[config.mk]
export PLATFORM = sky130hd
export DESIGN_NAME = mux_scan_ctrl_flat
export DESIGN_NICKNAME = d
export VERILOG_FILES = /design/src/rtl/mux_scan_ctrl_if.sv /design/src/rtl/mux_scan_ctrl.sv /design/src/flat_wrapper.sv
export SDC_FILE = /design/constraint.sdc
export NUM_CORES = 1
export LEC_CHECK = 0
export BUFFER_PORTS_ARGS = -buffer_cell sky130_fd_sc_hd__buf_4
export CAP_MARGIN = 25
export CORE_UTILIZATION = 40
export CTS_CLUSTER_DIAMETER = 200
export DETAILED_ROUTE_END_ITERATION = 16
export SYNTH_ARGS = -nofsm -noshare
export SYNTH_HDL_FRONTEND = slang
export SYNTH_SLANG_ARGS = --single-unit
[constraint.sdc]
create_clock -name clk -period 1.9 [get_ports clk]
set_input_delay 0.38 -clock clk [delete_from_list [all_inputs] [get_ports clk]]
set_output_delay 0.38 -clock clk [all_outputs]
set_load 0.005 [all_outputs]
[src/rtl/mux_scan_ctrl_if.sv]
// Signal bundle between a mux scanner and the environment that owns the mux.
// The scanner side uses the slave modport; the mux/stimulus side uses master.
interface mux_scan_ctrl_if #(
  parameter int DWELL_W = 4
) ();
  logic               start;
  logic [DWELL_W-1:0] dwell;
  logic               mux_y;
  logic               s0;
  logic               s1;
  logic [3:0]         sample;
  logic               busy;
  logic               done;

  modport master (
    output start,
    output dwell,
    output mux_y,
    input  s0,
    input  s1,
    input  sample,
    input  busy,
    input  done
  );

  modport slave (
    input  start,
    input  dwell,
    input  mux_y,
    output s0,
    output s1,
    output sample,
    output busy,
    output done
  );
endinterface

[src/rtl/mux_scan_ctrl.sv]
// Scans a downstream 4-to-1 mux: holds each select for dwell+1 cycles, captures
// mux_y into sample[idx] on the last cycle of each channel, then pulses done.
module mux_scan_ctrl #(
  parameter int DWELL_W = 4
) (
  input  logic            clk,
  input  logic            rst_n,
  mux_scan_ctrl_if.slave  bus
);

  typedef enum logic [1:0] {
    IDLE   = 2'd0,
    SETTLE = 2'd1,
    DONE   = 2'd2
  } state_t;

  localparam logic [DWELL_W-1:0] CNT_ONE = DWELL_W'(1);

  state_t             state, state_n;
  logic [1:0]         idx, idx_n;
  logic [DWELL_W-1:0] cnt, cnt_n;
  logic [DWELL_W-1:0] dwell_q, dwell_n;
  logic [1:0]         sel, sel_n;
  logic [3:0]         sample_q, sample_n;

  // State register and datapath registers share one asynchronous reset.
  always_ff @(posedge clk or negedge rst_n) begin
    if (!rst_n) begin
      state    <= IDLE;
      idx      <= 2'd0;
      cnt      <= '0;
      dwell_q  <= '0;
      sel      <= 2'd0;
      sample_q <= 4'b0000;
    end else begin
      state    <= state_n;
      idx      <= idx_n;
      cnt      <= cnt_n;
      dwell_q  <= dwell_n;
      sel      <= sel_n;
      sample_q <= sample_n;
    end
  end

  // Next-state and next-register logic.
  always_comb begin
    state_n  = state;
    idx_n    = idx;
    cnt_n    = cnt;
    dwell_n  = dwell_q;
    sel_n    = sel;
    sample_n = sample_q;

    case (state)
      IDLE: begin
        sel_n = 2'd0;
        if (bus.start) begin
          state_n  = SETTLE;
          idx_n    = 2'd0;
          cnt_n    = '0;
          dwell_n  = bus.dwell;
          sel_n    = 2'd0;
          sample_n = 4'b0000;
        end
      end

      SETTLE: begin
        if (cnt == dwell_q) begin
          sample_n[idx] = bus.mux_y;
          cnt_n         = '0;
          if (idx == 2'd3) begin
            // Last channel: park the selects and finish instead of wrapping.
            state_n = DONE;
            sel_n   = 2'd0;
          end else begin
            idx_n = idx + 2'd1;
            sel_n = idx + 2'd1;
          end
        end else begin
          cnt_n = cnt + CNT_ONE;
        end
      end

      DONE: begin
        state_n = IDLE;
        sel_n   = 2'd0;
      end

      default: begin
        state_n = IDLE;
        sel_n   = 2'd0;
      end
    endcase
  end

  assign bus.s0     = sel[1];
  assign bus.s1     = sel[0];
  assign bus.sample = sample_q;
  assign bus.busy   = (state == SETTLE);
  assign bus.done   = (state == DONE);

endmodule

[src/flat_wrapper.sv]
// flat-port wrapper written by rule: the top's interface ports become plain ports
module mux_scan_ctrl_flat 
#(
  parameter int DWELL_W = 4
)
  (clk, rst_n, bus_start, bus_dwell, bus_mux_y, bus_s0, bus_s1, bus_sample, bus_busy, bus_done);
  mux_scan_ctrl_if #(.DWELL_W(DWELL_W)) bus_i ();
  input  logic clk;
  input  logic rst_n;
  input wire logic [$bits(bus_i.start)-1:0] bus_start;
  input wire logic [$bits(bus_i.dwell)-1:0] bus_dwell;
  input wire logic [$bits(bus_i.mux_y)-1:0] bus_mux_y;
  output wire logic [$bits(bus_i.s0)-1:0] bus_s0;
  output wire logic [$bits(bus_i.s1)-1:0] bus_s1;
  output wire logic [$bits(bus_i.sample)-1:0] bus_sample;
  output wire logic [$bits(bus_i.busy)-1:0] bus_busy;
  output wire logic [$bits(bus_i.done)-1:0] bus_done;
  assign bus_i.start = bus_start;
  assign bus_i.dwell = bus_dwell;
  assign bus_i.mux_y = bus_mux_y;
  assign bus_s0 = bus_i.s0;
  assign bus_s1 = bus_i.s1;
  assign bus_sample = bus_i.sample;
  assign bus_busy = bus_i.busy;
  assign bus_done = bus_i.done;
  mux_scan_ctrl #(.DWELL_W(DWELL_W)) u_core (.clk(clk), .rst_n(rst_n), .bus(bus_i));
endmodule
==> qor.yml, run 1 <==
status: "complete, no violations"
start_kind: "register"
worstPathArrival_ns: 1.38
synth-async-reset-ratio_pct: 100
clk_pin_slew_ns: 0.11
numCtsBuffers: 3
drt.antenna.violating_nets: 0
avgViaCountPerCell: 5.19
drtIter0Drc: 11
fin_setup_tns_ns: 0
gp_congestion: 0.755
port_buffers: 15
hpwl_um: 1310
clock_path_buffers: 2
fp.dieW_um: 50.6
htreeDepth: 1
maxSlewHeadroom_pct: 62.6
synthCells: 93
drt_pass1_iterations: 5
synth_edf_count: 0
io_pins: 16
synth-main-ff-cell: "dfrtp_1"
grt_pass1_vias: 729
die_area_um2: 2560
grtUsageMet1_pct: 22.8
vias: 721
pwr-share-seq_pct: 38.0
synth_area_leaders: "dfrtp_1, nand2_1, ha_1"
gr-usage-met2_pct: 28.0
endpoint_kind: "output port"
final_area_um2: 1130
tightestPinTransition_ns: 0.560
place_area_um2: 1080
maxSlewViolCount: 0
postCtsSetupBuffers: 0
cts_tree: "yes"
synth_cell_types: 31
pwr_density_cell_nw_per_um2: 1650
finalCritPeriodShare_pct: 92.4
switching_share_pct: 41.9
grt_pass1_wl_um: 3320
vdd_drop_max_mv: 0.712
period_minus_slack_ns: 1.76
nets: 125
p_sw_uw: 779
maxCapViolCount: 0
fp.coreArea_um2: 2210
final_layout_size_suffix_gt1_share_pct: 21.6
synth_top_area_share_pct: 47.7
top_usage_layer: "met2"
fmax_mhz: 570
seq_area_frac_synth_pct: 47.7
grt_setup_unrepaired: "false"
syn_nets: 106
die_y_um: 50.6
rows: 17
synth_area_per_cell_um2: 10.2
hold_viol: 0
total_leakage_power_uw: 0.000553
grtUsageMet3_pct: 3.64
n_fill_cell: 225
antenna_found_initial: 0
cts_root_buffer: "clkbuf_4"
synth-seq-cells: 18
routedWlPerCell_um: 12.9
gr-total-overflow: 0
p_int_uw: 1080
start_util_pct: 42.7
grt_max_degree: 19
antenna_cells: 0
drc_errors: 0
worstHoldPathType: "in -> reg"
clk_latency_ns: 0.30
combPwrFrac_pct: 48.9
crit_required_ns: 1.52
yosys_warnings: 0
path_max_fanout: 10
synth_area_leader_cell: "dfrtp_1"
wl_um: 1800
setup_violations: 0
critical_path_class: "reg -> out"
grtUsageTotal_pct: 17.7
power_frac_clock_pct: 13.1
netlist_area_um2: 945
area_delta_synth_final_pct: 19.6
fin_skew_ns: 0.00549
clock_sinks: 18
cells in the mapped netlist (all sizes together), types with 3 or more instances:
cell	number
a31o	3
a31oi	4
dfrtp	18
ha	5
inv	3
mux2i	3
nand2	21
nor2	3
o21ai	5
xor2	5
path summary, 6_finish.rpt:
path	start	endpoint	slack, ns	cells after the start
max	u_core.state[0]$_DFFE_PN0P_	bus_busy	0.14	3
min	bus_dwell[0]	u_core.dwell_q[0]$_DFFE_PN0P_	0.27	3
max reg2reg	u_core.cnt[1]$_DFFE_PN0P_	u_core.cnt[0]$_DFFE_PN0P_	0.26	5
min reg2reg	u_core.dwell_q[1]$_DFFE_PN0P_	u_core.dwell_q[1]$_DFFE_PN0P_	0.51	2
max in group asynchronous	rst_n	u_core.cnt[1]$_DFFE_PN0P_	1.23	2
min in group asynchronous	rst_n	u_core.bus.sample[0]$_DFFE_PN0P_	0.47	2
registers in the layout, summed over array words and instances, names as in the netlist:
register,cells
u_core.sel,2
u_core.idx,2
u_core.cnt,4
u_core.bus.sample,4
u_core.state,2
u_core.dwell_q,4
cell families after synthesis:
kind of cell	after synthesis	synth area share, %
simple gates	38	21.9
flops	18	47.7
compound gates	17	12.3
buf+inv	7	3.71
xor+xnor	5	4.64
fa+ha+maj	5	6.62
mux	3	3.18
layout make-up:
class | count | area, µm² | area share [%]
multi-input combinational | 68 | 459 | 40.6
sequential | 18 | 450 | 39.9
timing repair buffer | 17 | 130 | 11.5
clock buffer | 4 | 36.3 | 3.21
tap | 28 | 35.0 | 3.10
inverter | 4 | 18.8 | 1.66
critical path, cell delays in order, from the launching register on:
cell        delay, ns
dfrtp_1          0.49
nand2b_2         0.19
clkinvlp_4       0.21
buf_4            0.19
what timing repair did:
action                     4_1_cts  5_1_grt
setup endpoints to repair        0        1
hold buffers                     1        0
hold endpoints to repair        18        0
resized for setup                0        1
power by group through the flow:
stage / Combinational (µW) / Clock [µW] / Sequential, µW
2_1_floorplan: 696 / 0 / 671
5_1_grt: 1030 / 267 / 741
6_report: 909 / 243 / 707
3_5_place_dp: 905 / 0 / 717
3_3_place_gp: 889 / 0 / 712
4_1_cts: 910 / 250 / 710
through the flow:
step | util (%) | instances | total power [µW] | setup slack [ns] | hold WS, ns
global route | 51.1 | 139 | 2040 | 0.0326 | 0.277
detailed placement | 48.8 | 134 | 1620 | 0.254 | 0.264
CTS | 50.9 | 139 | 1870 | 0.0850 | 0.259
floorplan | - | 93 | 1370 | 0.436 | 0.0844
finish | 51.1 | 139 | 1860 | 0.144 | 0.267
global placement | 48.8 | 134 | 1600 | 0.284 | 0.263
per-layer routing:
metal	vias up	routed length (µm)	part of all wire, %
met4	0	12	0.67
met2	12	838	47
met5	-	0	0
li1	361	-	-
met1	346	891	50
met3	2	55	3.1
layout by cell type (no fill, tap or decap):
cell type / netlist / final
a22oi_1: 1 / 1
nand2_2: 1 / 1
clkbuf_4: 0 / 3
nor3b_1: 1 / 1
dfrtp_1: 18 / 18
mux2i_1: 3 / 3
or3b_1: 1 / 1
clkbuf_8: 0 / 1
a211o_1: 1 / 1
nand3_1: 2 / 2
nand2_1: 20 / 20
clkinvlp_4: 0 / 1
and3_1: 1 / 1
xor2_1: 5 / 5
dlygate4sd3_1: 0 / 1
a31oi_1: 4 / 4
inv_1: 3 / 3
a31o_1: 3 / 3
buf_4: 0 / 16
nand2b_1: 1 / 1
nor2b_1: 2 / 2
o21ai_0: 5 / 5
o21bai_1: 1 / 1
nand4b_1: 1 / 1
nor4b_1: 2 / 2
ha_1: 5 / 5
a32oi_1: 1 / 1
nor4_4: 1 / 1
o211ai_1: 1 / 1
and2_1: 1 / 1
nor2_1: 3 / 3
nand2b_2: 1 / 1
Note: power is estimated with default switching activity, not from simulation.
==> inputs of run 2 (changes only) <==
PLACE_DENSITY_LB_ADDON = 0.05   (was default)
SLEW_MARGIN = 20   (was default)
==> run 2 against run 1 <==
  * Via count up 0.69%
  * Cell count up 0.72%
  * Wire length up 2.1%
  * First-iteration DRC count down 36%
  * Critical endpoint unchanged
==> qor.yml, run 2 (synthesized netlist as in run 1, its figures left out) <==
die_y_um: 50.6
drc_errors: 0
path_buf_inv: 2
place_ws_ns: 0.320
rows: 17
final_layout_size_suffix_gt1_share_pct: 22.3
cts_root_buffer: "clkbuf_4"
crit_path_top_delay_cell: "dfrtp_1"
antenna_found_initial: 0
pwr_density_cell_nw_per_um2: 1630
critical_path_class: "reg -> out"
cp_slowest_stage_delay_ns: 0.49
endpoint_kind: "output port"
fin_skew_ns: 0.00461
crit_family: "flip-flops"
place_area_um2: 1090
hpwl_um: 1400
hold_viol: 0
gr-total-overflow: 0
worstHoldPathType: "in -> reg"
setup_ws_ns: 0.168
clock_path_buffers: 2
htreeDepth: 1
maxCapViolCount: 0
path_max_fanout: 10
grtUsageTotal_pct: 18.0
n_fill_cell: 205
nets: 126
grt_setup_unrepaired: "false"
worstPathArrival_ns: 1.35
numCtsBuffers: 3
routedWlPerCell_um: 13.1
drtIter0Drc: 7
area_delta_synth_final_pct: 20.4
setup_violations: 0
multiInputGateArea_um2: 459
period_minus_slack_ns: 1.73
total_leakage_power_uw: 0.000558
start_kind: "register"
clk_latency_ns: 0.29
antenna_cells: 0
fin_setup_tns_ns: 0
vias: 726
maxSlewViolCount: 0
fmax_mhz: 577
final_cells: 140
final-seq-area_um2: 450
io_pins: 16
cp_cell_sequence: "nand2b_2, clkinvlp_4, buf_4"
clock_sinks: 18
grt_pass1_vias: 741
fp.coreArea_um2: 2210
start_util_pct: 42.7
clk_pin_slew_ns: 0.10
port_buffers: 15
avgViaCountPerCell: 5.19
maxSlewHeadroom_pct: 66.6
drt_pass1_iterations: 4
grt_max_degree: 19
grt_pass1_wl_um: 3350
tightestPinTransition_ns: 0.500
die_area_um2: 2560
drt.antenna.violating_nets: 0
dp_cells: 135
cts_tree: "yes"
final_common_cell: "nand2_1"
wl_um: 1840
status: "complete, no violations"
mostFrequentLayoutCells: "nand2_1, dfrtp_1, buf_4"
gp_congestion: 0.760
fp.dieW_um: 50.6
vdd_drop_max_mv: 0.646
power_uw: 1860
finalCritPeriodShare_pct: 91.1
final_area_um2: 1140
crit_required_ns: 1.52
[run 2: cell types whose count changed in the layout (fill, tap and decap cells not counted), sizes merged]
| cell | change |
|---|---|
| buf | +1 |
[run 2: layout make-up]
type,count,area share (%)
inverters,4,1.65
repair buffers,18,12.1
flip-flops and latches,18,39.6
clock buffers,4,3.19
multi-input cells,68,40.4
well taps,28,3.08
[run 2: routing by layer]
metal,vias to the layer above,global-route usage [%],routed length (µm),share of wire (%)
met3,2,2.73,58,3.2
met5,-,0,0,0
met4,0,8.33,17,0.93
met2,10,30.0,942,51
li1,361,-,-,-
met1,353,22.7,816,44
[run 2: power by group]
group | leakage (µW) | switching (µW) | internal [µW]
registers | 0.000225 | 159 | 550
clock network | 0.0000210 | 114 | 117
logic | 0.000312 | 495 | 423
total | 0.000558 | 769 | 1090
[run 2: what timing repair did]
item,4_1_cts,5_1_grt
endpoints found under the setup margin,0,1
hold buffers,1,0
hold endpoints to repair,18,0
gates resized for setup,0,1
buffers inserted,0,0
[run 2: worst paths after layout]
| path | start | endpoint | slack (ns) | cells after the start |
|---|---|---|---|---|
| worst max-delay path | u_core.state[0]$_DFFE_PN0P_ | bus_busy | 0.17 | 3 |
| worst min-delay path | bus_dwell[0] | u_core.dwell_q[0]$_DFFE_PN0P_ | 0.29 | 3 |
| worst max register to register | u_core.cnt[1]$_DFFE_PN0P_ | u_core.state[1]$_DFFE_PN0P_ | 0.32 | 5 |
| worst min register to register | u_core.dwell_q[3]$_DFFE_PN0P_ | u_core.dwell_q[3]$_DFFE_PN0P_ | 0.50 | 2 |
| max in group asynchronous | rst_n | u_core.cnt[2]$_DFFE_PN0P_ | 1.21 | 2 |
| min in group asynchronous | rst_n | u_core.dwell_q[0]$_DFFE_PN0P_ | 0.49 | 2 |
[run 2: metrics by stage]
step                      hold slack, ns  utilization, %
after floorplan                   0.0844               -
after global placement             0.265            49.2
after detailed placement           0.272            49.2
after CTS                          0.275            51.2
after global routing               0.285            51.4
final                              0.287            51.4
[run 2: worst reg2reg max path, delay by kind of cell (launching register included)]
kind / cells / cell delay [ns]
AND/OR/NAND/NOR: 3 / 0.68
buffers and inverters: 1 / 0.23
flip-flops: 1 / 0.43
XOR/XNOR: 1 / 0.18
